[config.mk]
export PLATFORM = sky130hd
export DESIGN_NAME = univ_shift_reg
export DESIGN_NICKNAME = d
export VERILOG_FILES = /design/src/rtl/shift_pkg.sv /design/src/rtl/shift_cnt.sv /design/src/rtl/univ_shift_reg.sv
export SDC_FILE = /design/constraint.sdc
export NUM_CORES = 1
export LEC_CHECK = 0
export ABC_AREA = 1
export CAP_MARGIN = 20
export CELL_PAD_IN_SITES_DETAIL_PLACEMENT = 1
export CELL_PAD_IN_SITES_GLOBAL_PLACEMENT = 1
export CORE_ASPECT_RATIO = 1.25
export CORE_MARGIN = 4
export CORE_UTILIZATION = 40
export CTS_CLUSTER_DIAMETER = 120
export DETAILED_ROUTE_END_ITERATION = 10
export DONT_BUFFER_PORTS = 1
export GPL_TIMING_DRIVEN = 0
export MAX_ROUTING_LAYER = met4
export PLACE_DENSITY_LB_ADDON = 0.05
export SYNTH_ARGS = -nofsm -noshare
export SYNTH_HDL_FRONTEND = slang
export SYNTH_SLANG_ARGS = --single-unit
[constraint.sdc]
create_clock -name CLK -period 1.8 [get_ports CLK]
set_clock_uncertainty 0.1 [all_clocks]
set_input_delay 0.18 -clock CLK [delete_from_list [all_inputs] [get_ports CLK]]
set_output_delay 0.18 -clock CLK [all_outputs]
set_load 0.01 [all_outputs]
[src/rtl/shift_pkg.sv]
// Shared types and helpers for the universal shift register and its shift counter.
package shift_pkg;

   typedef enum logic [1:0] {
      SH_HOLD  = 2'b00,
      SH_RIGHT = 2'b01,
      SH_LEFT  = 2'b10,
      SH_LOAD  = 2'b11
   } shift_mode_t;

   // Counter width for a WIDTH-bit word; never narrower than one bit.
   function automatic int unsigned cnt_width(input int unsigned width);
      return (width <= 1) ? 1 : $clog2(width);
   endfunction

endpackage

[src/rtl/shift_cnt.sv]
// Modulo-WIDTH shift counter with a one-edge WORD_DONE pulse on each completed word.
module shift_cnt
   import shift_pkg::*;
#(
   parameter int unsigned WIDTH    = 8,
   parameter bit          NEG_EDGE = 1'b1,
   localparam int unsigned CNT_W   = cnt_width(WIDTH)
) (
   input  logic             CLK,
   input  logic             RST_N,
   input  logic             inc,
   input  logic             clr,
   output logic [CNT_W-1:0] cnt,
   output logic             word_done
);

   logic [CNT_W-1:0] r_cnt;
   logic             r_done;
   logic [CNT_W-1:0] w_cnt_nxt;
   logic             w_done_nxt;

   // Wrap at WIDTH-1 so back-to-back words pulse without a gap cycle.
   always_comb begin
      w_cnt_nxt  = r_cnt;
      w_done_nxt = 1'b0;
      if (clr) begin
         w_cnt_nxt = '0;
      end else if (inc) begin
         if (r_cnt == CNT_W'(WIDTH - 1)) begin
            w_cnt_nxt  = '0;
            w_done_nxt = 1'b1;
         end else begin
            w_cnt_nxt = r_cnt + CNT_W'(1);
         end
      end
   end

   generate
      if (NEG_EDGE) begin : g_neg
         always_ff @(negedge CLK or negedge RST_N) begin
            if (!RST_N) begin
               r_cnt  <= '0;
               r_done <= 1'b0;
            end else begin
               r_cnt  <= w_cnt_nxt;
               r_done <= w_done_nxt;
            end
         end
      end else begin : g_pos
         always_ff @(posedge CLK or negedge RST_N) begin
            if (!RST_N) begin
               r_cnt  <= '0;
               r_done <= 1'b0;
            end else begin
               r_cnt  <= w_cnt_nxt;
               r_done <= w_done_nxt;
            end
         end
      end
   endgenerate

   assign cnt       = r_cnt;
   assign word_done = r_done;

endmodule

[src/rtl/univ_shift_reg.sv]
// Universal shift register: hold, shift right/left and parallel load on a selectable edge.
module univ_shift_reg
   import shift_pkg::*;
#(
   parameter int unsigned      WIDTH     = 8,
   parameter bit               NEG_EDGE  = 1'b1,
   parameter logic [WIDTH-1:0] RESET_VAL = '0,
   localparam int unsigned     CNT_W     = cnt_width(WIDTH)
) (
   input  logic             CLK,
   input  logic             RST_N,
   input  logic             EN,
   input  logic [1:0]       MODE,
   input  logic [WIDTH-1:0] D,
   input  logic             SIN_MSB,
   input  logic             SIN_LSB,
   output logic [WIDTH-1:0] Q,
   output logic             SOUT_LSB,
   output logic             SOUT_MSB,
   output logic [CNT_W-1:0] CNT,
   output logic             WORD_DONE
);

   logic [WIDTH-1:0] r_q;
   logic [WIDTH-1:0] w_q_nxt;
   logic [WIDTH-1:0] w_shr;
   logic [WIDTH-1:0] w_shl;
   logic             w_inc;
   logic             w_clr;
   shift_mode_t      w_mode;

   // A one-bit register simply takes the serial input in either direction.
   generate
      if (WIDTH == 1) begin : g_w1
         assign w_shr = SIN_MSB;
         assign w_shl = SIN_LSB;
      end else begin : g_wn
         assign w_shr = {SIN_MSB, r_q[WIDTH-1:1]};
         assign w_shl = {r_q[WIDTH-2:0], SIN_LSB};
      end
   endgenerate

   assign w_mode = shift_mode_t'(MODE);

   always_comb begin
      w_q_nxt = r_q;
      w_inc   = 1'b0;
      w_clr   = 1'b0;
      if (EN) begin
         unique case (w_mode)
            SH_RIGHT: begin
               w_q_nxt = w_shr;
               w_inc   = 1'b1;
            end
            SH_LEFT: begin
               w_q_nxt = w_shl;
               w_inc   = 1'b1;
            end
            SH_LOAD: begin
               w_q_nxt = D;
               w_clr   = 1'b1;
            end
            default: ;
         endcase
      end
   end

   generate
      if (NEG_EDGE) begin : g_neg
         always_ff @(negedge CLK or negedge RST_N) begin
            if (!RST_N) r_q <= RESET_VAL;
            else        r_q <= w_q_nxt;
         end
      end else begin : g_pos
         always_ff @(posedge CLK or negedge RST_N) begin
            if (!RST_N) r_q <= RESET_VAL;
            else        r_q <= w_q_nxt;
         end
      end
   endgenerate

   shift_cnt #(
      .WIDTH    (WIDTH),
      .NEG_EDGE (NEG_EDGE)
   ) u_cnt (
      .CLK       (CLK),
      .RST_N     (RST_N),
      .inc       (w_inc),
      .clr       (w_clr),
      .cnt       (CNT),
      .word_done (WORD_DONE)
   );

   assign Q        = r_q;
   assign SOUT_LSB = r_q[0];
   assign SOUT_MSB = r_q[WIDTH-1];

endmodule

; ---- Word level (Yosys, flattened, before mapping)
; Cells that the tools add are included.
[totals]
regBits = 12
output_inout_bits = 14
wordCells = 23
[classes]
n_addsub = 1
n_eq_ne = 4
muxes = 11
reduce_logical = 4
[op_table]
columns = operator, count
row1 = one-hot mux 8 bit (3 select lines), 1
row2 = two-way mux 3 bit, 3
row3 = two-way mux 1 bit, 7
row4 = equality test 2 bit (second input constant), 2
row5 = adder 3 x 1 -> 3 bit (second input constant), 1
row6 = equality test 3 bit (second input constant), 1
row7 = nonzero test 3 bit, 1
row8 = equality test 2 x 1 -> 1 bit (second input constant), 1
row9 = AND reduction 2 bit, 1
row10 = nonzero test 2 bit, 1
row11 = OR reduction 2 bit, 1

; ---- Logic depth before layout (Yosys ltp)
; Gate-level depths: netlist of the first run.
[depth]
ltp_word = 6
mapped_depth = 9

; ---- Cells and area by module
; From an unflattened synthesis of the first run, not the netlist that was laid out.
[unflattened]
cells_unflattened = 119
area_unflattened_um2 = 803.3
[modules_own_cells]
columns = module, n_inst, cells_each, area_per_inst_um2, seq_area_each_um2
row1 = univ_shift_reg, 1, 97, 615.6, 200.2
row2 = shift_cnt, 1, 22, 187.7, 100.1

==> impl_summary.md, run 1 <==
Logic synthesis
The share of the Yosys chip area taken by registers is 0.392. The cell area after technology mapping is around 770 um2. The number of storage elements in the synthesis netlist is 12. The total number of yosys warnings is 0.

The distinct cell type count of the synthesized netlist is 11. Counting every instance in the synthesized netlist gives 115. The mean post-synth cell area is around 6.7 um2. The total nets after synthesis is approximately 140.

Place
Detailed placement ended at an HPWL of between 1000 and 1500 um. The count of placed standard cells including taps is approximately 130. During placement, the flow inserted port buffers numbering 0.

The setup slack at placement is -0.198 ns. At the end of routability-driven placement, the weighted congestion stood at between 0.7 and 0.8.

Routing
After the first detailed-routing iteration, the DRC count stood at 2. The final antenna-violating net count is 0. Summed over all layers, the routed wires come to 1850 um. In the final routed layout, each cell accounts on average for around 13 um. After detailed routing, the number of remaining DRC violations is 0.

Using the TritonRoute via totals, the vias-per-cell ratio works out to roughly 5. The number of detailed-routing iterations run before antenna repair is 2. The detailed router placed about 690 vias in this run.

Global route
The via count of the first global-routing pass was around 740. For this run, the total global-route usage over all layers was measured as 0.175. The number of antenna violations at the first check in global routing is 0. The maximum number of pins on one net before global-route repair is 13. The first global-routing pass estimated 3240 um of wire. The overflow left after global routing is 0.

Clock tree
Buffers inserted during clock tree synthesis total 3. The CTS tree is yes. CTS placed an instance of sky130_fd_sc_hd__clkbuf_4 at the clock tree root. The clock-pin slew reported for the worst setup and hold paths after clock tree synthesis is ~0.060 ns. The number of H-tree branching levels is 1. The clock insertion delay at the later pin of the skew report is around 0.29 ns. Counting along the longest clock path gives a buffer depth of 2. The hold-fix buffer count after cts is 0. The clock net in this run drives a total of 12 sinks.

Timing
The setup slack of the critical path after layout is -0.317 ns. Setup repair after global routing could not meet its margin everywhere. The max-slew violation count was 0. Summed over all failing endpoints, the final setup total negative slack is -2.68 ns. The final count of hold timing violations came to 0. The total setup violations reported at the end of the flow is 14.

The worst pin sits at a relative slew slack of 0.850. The transition at the pin with the smallest max-transition slack is approximately 0.22 ns.

Setup path
For the worst setup path, the data required time is between 1.5 and 2 ns. The signal on the critical path passes through buf_6. The worst setup path is launched from a register. The worst setup path is captured at an output pin. The critical path is of the register to output pin type. At the worst endpoint, the arrival time is around 1.8 ns. The buffer and inverter count on the worst path is 1. The slowest stage of the critical path is the sky130_fd_sc_hd__dfrtn_1 cell. The cell family with the largest share of critical-path delay is flip-flops. Of all nets on the critical path, the largest fanout is 4. In this design, the stage delay of the slowest critical-path cell is 0.51 ns.

Layout
Leaving out filler cells and counting taps, the final layout contains about 140. The number of antenna cells inserted is 0. Of the cells placed in the final design, the portion with a size suffix greater than 1 is 0.160. At the end of the flow the core is filled with cells to 0.502. Compared with the post-synthesis result, the final layout area differs by 17.0%. In the final design database the tool counted 140 nets.

Die
The die width is ~47 um. The effective utilization at floorplan is 0.429. Pin placement for this block handled 29 I/O pins. The total die area is 2690 um2.

The placeable core area is around 1800 um2. The number of rows created at floorplan is 17. The die outline height is ~57 um.

Power and ir drop
In this run the static leakage power is around 0.52 nW. For this design the ratio of total power to cell area is 912 nW/um2. The worst-case IR drop observed on VDD is 0.000413 V.

Run status
The checks that failed: setup timing. The flow ran to the end, but the final reports show violations.

Flow run
The max capacitance violation total is 0.

Worst hold path
The worst hold-check path type is input pin to asynchronous set/reset pin.
layout make-up:
class	count	area [um2]
buffer	4	45.0
clock buffer	4	36.3
fill	257	890
inverter	15	68.8
multi-input combinational	84	423
sequential	12	300
tap	19	23.8
power by group:
part	switching [mW]	total, mW	internal [mW]
Clock	0.109	0.232	0.123
Sequential	0.0852	0.411	0.325
Combinational	0.0947	0.176	0.0811
per-stage QoR:
| stage | hold WS, ns | power, mW | cell area, um2 |
|---|---|---|---|
| final | 0.262 | 0.819 | 897 |
| after global routing | 0.246 | 0.885 | 897 |
| after CTS | 0.256 | 0.832 | 897 |
| after detailed placement | 0.451 | 0.592 | 853 |
| after global placement | 0.436 | 0.584 | 853 |
| after floorplan | 0.404 | 0.546 | 830 |
layout by cell type, fill, tap and decap left out:
| master | synthesis | layout |
|---|---|---|
| sky130_fd_sc_hd__inv_12 | 0 | 1 |
| sky130_fd_sc_hd__nand2_1 | 69 | 68 |
| sky130_fd_sc_hd__nor2_4 | 2 | 2 |
| sky130_fd_sc_hd__ha_4 | 0 | 3 |
| sky130_fd_sc_hd__nand2_2 | 0 | 1 |
| sky130_fd_sc_hd__nor2_1 | 1 | 1 |
| sky130_fd_sc_hd__nor3_1 | 1 | 1 |
| sky130_fd_sc_hd__inv_1 | 13 | 10 |
| sky130_fd_sc_hd__clkbuf_8 | 0 | 1 |
| sky130_fd_sc_hd__dfrtn_1 | 12 | 12 |
| sky130_fd_sc_hd__buf_6 | 0 | 4 |
| sky130_fd_sc_hd__ha_1 | 5 | 2 |
| sky130_fd_sc_hd__nand3_1 | 6 | 6 |
| sky130_fd_sc_hd__clkbuf_4 | 0 | 3 |
| sky130_fd_sc_hd__inv_2 | 2 | 4 |
timing repair:
item                       in CTS  in global routing
buffers inserted                0                  0
setup endpoints to repair      14                 14
gates resized for setup         2                  0
registers in the layout, summed over array words and instances, names as in the netlist:
register / count
u_cnt.word_done: 1
u_cnt.cnt: 3
Q: 8
cell usage after synthesis:
cell type / count / area share
sky130_fd_sc_hd__nand2_1: 69 / 0.34
sky130_fd_sc_hd__inv_1: 13 / 0.064
sky130_fd_sc_hd__dfrtn_1: 12 / 0.39
sky130_fd_sc_hd__nand3_1: 6 / 0.039
sky130_fd_sc_hd__ha_1: 5 / 0.082
sky130_fd_sc_hd__buf_4: 3 / 0.029
sky130_fd_sc_hd__inv_2: 2 / 0.0098
sky130_fd_sc_hd__nor2_4: 2 / 0.029
sky130_fd_sc_hd__buf_2: 1 / 0.0065
sky130_fd_sc_hd__nor2_1: 1 / 0.0049
sky130_fd_sc_hd__nor3_1: 1 / 0.0065
per-layer routing:
layer,vias up,GRT usage,share of wire
li1,345,-,-
met5,-,-,0
met1,319,0.191,0.37
met4,0,0.0949,0.026
met2,22,0.274,0.53
met3,5,0.0505,0.075
worst paths after layout:
kind	cells after the start	startpoint	endpoint	slack, ns
hold reg to reg	2	u_cnt.cnt[2]$_DFFE_NN0P_	u_cnt.cnt[2]$_DFFE_NN0P_	0.45
min in group CLK	2	u_cnt.cnt[2]$_DFFE_NN0P_	u_cnt.cnt[2]$_DFFE_NN0P_	0.45
setup reg to reg	5	u_cnt.cnt[0]$_DFFE_NN0P_	u_cnt.cnt[0]$_DFFE_NN0P_	0.52
setup / recovery	1	Q[7]$_DFFE_NN0P_	Q[7]	-0.32
hold / removal	0	RST_N	Q[6]$_DFFE_NN0P_	0.26
max in group asynchronous	0	RST_N	u_cnt.cnt[2]$_DFFE_NN0P_	1.24
cell families (layout without fill, tap and decap cells):
kind of cell / count (synthesis) / count (layout) / share of synthesized area
fa+ha+maj: 5 / 5 / 0.0816
buf+inv: 19 / 23 / 0.109
flops: 12 / 12 / 0.392
simple gates: 79 / 79 / 0.418
Note: power is estimated with default switching activity, not from simulation.
==> run 2, diff against run 1 <==
--- a/config.mk
+++ b/config.mk
@@ -5,13 +5,11 @@
 export SDC_FILE = /design/constraint.sdc
 export NUM_CORES = 1
 export LEC_CHECK = 0
-export ABC_AREA = 1
 export CAP_MARGIN = 20
 export CELL_PAD_IN_SITES_DETAIL_PLACEMENT = 1
 export CELL_PAD_IN_SITES_GLOBAL_PLACEMENT = 1
-export CORE_ASPECT_RATIO = 1.25
 export CORE_MARGIN = 4
-export CORE_UTILIZATION = 40
+export CORE_UTILIZATION = 45
 export CTS_CLUSTER_DIAMETER = 120
 export DETAILED_ROUTE_END_ITERATION = 10
 export DONT_BUFFER_PORTS = 1
==> run 2 against run 1 <==
Against the previous run: via count decreased by 24%; cell area shrank 15%; largest power group unchanged; largest cell class unchanged; count of clock-buffer cells in the layout unchanged; highest routed layer unchanged; the run still ends with setup timing left.
==> impl_summary.md, run 2 <==
Logic synthesis
Counting instances in the post-synthesis netlist gives the leading cell types as sky130_fd_sc_hd__dfrtn_1 (12), sky130_fd_sc_hd__a22o_1 (11), sky130_fd_sc_hd__nand2_1 (9), sky130_fd_sc_hd__o21ai_1 (9), sky130_fd_sc_hd__a21oi_1 (8). Yosys instantiated no cell more often than sky130_fd_sc_hd__dfrtn_1. Synthesis produced 66 cells. The async set or reset register ratio after synthesis is 1.00. Sorting the synthesized cells by area gives the leading types as sky130_fd_sc_hd__dfrtn_1 (46%), sky130_fd_sc_hd__a22o_1 (15%), sky130_fd_sc_hd__ha_1 (9.6%). In this run, synthesis inferred 0 flip-flops with an integrated enable. The distinct cell type count of the synthesized netlist is 14. The number of storage elements in the synthesis netlist is 12. The total nets after synthesis is between 80 and 90. During synthesis, Yosys emitted a total of 0 warnings. The mean post-synth cell area is 9.86 um2. The cell area after technology mapping is 651 um2. The share of synthesized area in the top cell type comes to 0.462. The sequential fraction of the synthesis area is 0.462. In the synthesized netlist the dominant register cell turns out to be sky130_fd_sc_hd__dfrtn_1.

The largest total area in the synthesized netlist belongs to sky130_fd_sc_hd__dfrtn_1.

Die
The floorplan step defined a die boundary enclosing roughly 2100 um2. Pin placement for this block handled 29 I/O pins. The region available for standard cell placement spans around 1300 um2. In this run the vertical extent of the chip is ~46 um.

The floorplan has 13 rows. In this run the horizontal extent of the chip is 46.0 um. For this configuration, the core starts out at a cell density of 0.488.

Power and ir drop
The power share of the sequential group is 0.525. Cell internal power was estimated by the tool at 538 uW. The net switching share of the total power is 0.328. For this design the total switching power over the nets is ~260 uW. The leakage power of the design is 0.352 nW. Of the total power, combinational logic draws 0.206. The fraction of power consumed by the clock network is 0.270. The power per cell area is approximately 1100 nW/um2. The peak ir drop on the vdd network is 0.000504 V.

Setup path
The critical path is of the register to output pin type. For this run, the slowest stage of the critical path takes around 0.52 ns. The required time reported for the critical path endpoint is roughly 1.5 ns.

Along the worst path, the maximum fanout reaches 4. The library cell contributing the largest single delay on the critical path is sky130_fd_sc_hd__dfrtn_1. The number of buffers and inverters on the critical path is 1. The data arrival at the endpoint of the critical path is ~1.8 ns. The critical path launch point type is a register. STA classifies the critical path endpoint as an output pin. Grouping stages by cell kind, the critical path spends the most delay in flip-flops. Traced cell by cell, the critical path runs through buf_6.

Place
OpenSTA, run right after detailed placement, puts the worst setup slack at -0.269 ns. The global placement routability congestion is between 0.7 and 0.8. The post-detailed-placement half-perimeter wirelength is 1270 um. The number of buffer cells added on primary ports is 0.

In this run, placement finished with an instance count of 81.

Timing
The max-slew violation count was 0. The final count of hold timing violations was 0. The worst slew slack as a fraction of its limit is 0.830. Setup repair after global routing could not meet its margin everywhere. Across all setup checks in the final design, the least slack found is -0.309 ns. The total setup violations reported at the end of the flow is 14. For the pin with the worst max-slew slack, the measured transition is ~0.25 ns.

Clock tree
In this run, CTS created clock tree buffers numbering 3. No sink is reached through more buffers than the 2 on the longest clock path. The root buffer cell chosen for the clock tree is sky130_fd_sc_hd__clkbuf_4. CTS built an H-tree with a depth of 1. Clock-pin slew was measured on the worst setup and hold paths at roughly 0.06 ns. TritonCTS built the clock tree. Once the clock tree was built, the setup fixing pass inserted 0 buffers. The total number of clock tree sinks is 12.

At the later pin of the worst-skew pair, clock insertion delay measures ~0.27 ns.

Global route
Entering global routing, the biggest net connects 13 pins. The overflow left after global routing is 0. For this run, the total global-route usage over all layers was measured as 0.188. The via count of the first global-routing pass came to 584. The global-route wire length before repair is between 2000 and 3000 um. The number of antenna violations at the first check in global routing is 0.

Layout
Fill cells in the final layout number approximately 160. Once layout is complete, the cells apart from fillers number 84. Leaving out fill and tap cells, the most frequent cell in the layout is sky130_fd_sc_hd__dfrtn_1. The area growth from synthesis to layout is 17.1%.

The net count reported at finish is 90. In the final layout, the share of cells above drive strength 1 is 0.203. In the layout the commonest cells are sky130_fd_sc_hd__dfrtn_1 (12), sky130_fd_sc_hd__a22o_1 (11), sky130_fd_sc_hd__nand2_1 (9), sky130_fd_sc_hd__o21ai_1 (9), sky130_fd_sc_hd__a21oi_1 (7).

The register with the most flip-flops in the layout has 8 of them. The repair_antennas step left the layout with diodes totalling 0.

Routing
The number of DRC violations after detailed-routing iteration 0 is 4. The final antenna-violating net count is 0. In the routed layout, each cell is associated on average with a via count of between 6 and 7.

The routed layout has roughly 520 vias. For this run, the detailed router's first-pass iteration total came to 4. The detail-routed net length per standard cell is between 15 and 20 um.

The number of DRC violations after detailed routing is 0. The routed wire length is ~1700 um.

Flow run
The max capacitance violation total is 0.

Run status
The checks that failed: setup timing. The run finished, with violations left.

Worst hold path
The worst hold-check path type is input pin to asynchronous set/reset pin.
[run 2: cell types whose count changed in the layout (fill, tap and decap cells not counted), sizes merged, moves of 6 or more]
| cell | before | now |
|---|---|---|
| nand3 | 6 | 0 |
| a21oi | 0 | 8 |
| nand2 | 69 | 9 |
| o21ai | 0 | 9 |
| inv | 15 | 2 |
| a22o | 0 | 11 |
[run 2: cell families after synthesis]
family	after synthesis	synth area share
fa+ha+maj	5	0.0962
buf+inv	7	0.0711
flops	12	0.462
compound gates	28	0.279
simple gates	14	0.0923
[run 2: cell type report]
type | count | area (um2) | share of cell area
plain buffers | 4 | 41.3 | 0.0542
flip-flops and latches | 12 | 300 | 0.394
inverters | 2 | 20.0 | 0.0263
clock buffers | 4 | 36.3 | 0.0476
well taps | 15 | 18.8 | 0.0246
multi-input cells | 47 | 345 | 0.453
[run 2: per-stage QoR]
stage | utilization | power, mW | hold slack (ns) | TNS [ns] | cell area (um2)
3_3_place_gp | 0.540 | 0.567 | 0.432 | -2.49 | 721
2_1_floorplan | - | 0.532 | 0.412 | -1.97 | 702
4_1_cts | 0.573 | 0.804 | 0.276 | -2.62 | 764
5_1_grt | 0.571 | 0.848 | 0.265 | -3.00 | 762
6_report | 0.571 | 0.801 | 0.279 | -2.55 | 762
3_5_place_dp | 0.540 | 0.584 | 0.460 | -2.74 | 721
[run 2: worst paths after layout]
kind / from / endpoint / slack (ns) / cells after the start
worst max-delay path: Q[7]$_DFFE_NN0P_ / Q[7] / -0.31 / 1
min in group CLK: u_cnt.cnt[1]$_DFFE_NN0P_ / u_cnt.cnt[1]$_DFFE_NN0P_ / 0.46 / 1
worst min register to register: u_cnt.cnt[1]$_DFFE_NN0P_ / u_cnt.cnt[1]$_DFFE_NN0P_ / 0.46 / 1
worst max register to register: u_cnt.cnt[0]$_DFFE_NN0P_ / u_cnt.cnt[2]$_DFFE_NN0P_ / 0.41 / 3
max in group asynchronous: RST_N / Q[0]$_DFFE_NN0P_ / 1.22 / 0
worst min-delay path: RST_N / Q[7]$_DFFE_NN0P_ / 0.28 / 0
[run 2: power by group through the flow]
| stage | clock network (mW) | logic [mW] | registers (mW) |
|---|---|---|---|
| 6_report | 0.216 | 0.165 | 0.420 |
| 5_1_grt | 0.229 | 0.187 | 0.433 |
| 4_1_cts | 0.217 | 0.164 | 0.422 |
| 3_5_place_dp | 0 | 0.161 | 0.423 |
| 3_3_place_gp | 0 | 0.147 | 0.420 |
| 2_1_floorplan | 0 | 0.130 | 0.402 |
[run 2: routing by layer]
layer	vias up	wire length [um]	global-route usage
met3	2	161	0.0672
li1	244	-	-
met2	24	820	0.288
met4	0	27	0.102
met1	253	644	0.209
met5	-	0	-
[run 2: timing repair]
action                     4_1_cts  5_1_grt
pin swaps                        0        2
gates resized for setup          2        2
hold buffers                     0        0
hold endpoints to repair         0        0
setup endpoints to repair       14       17
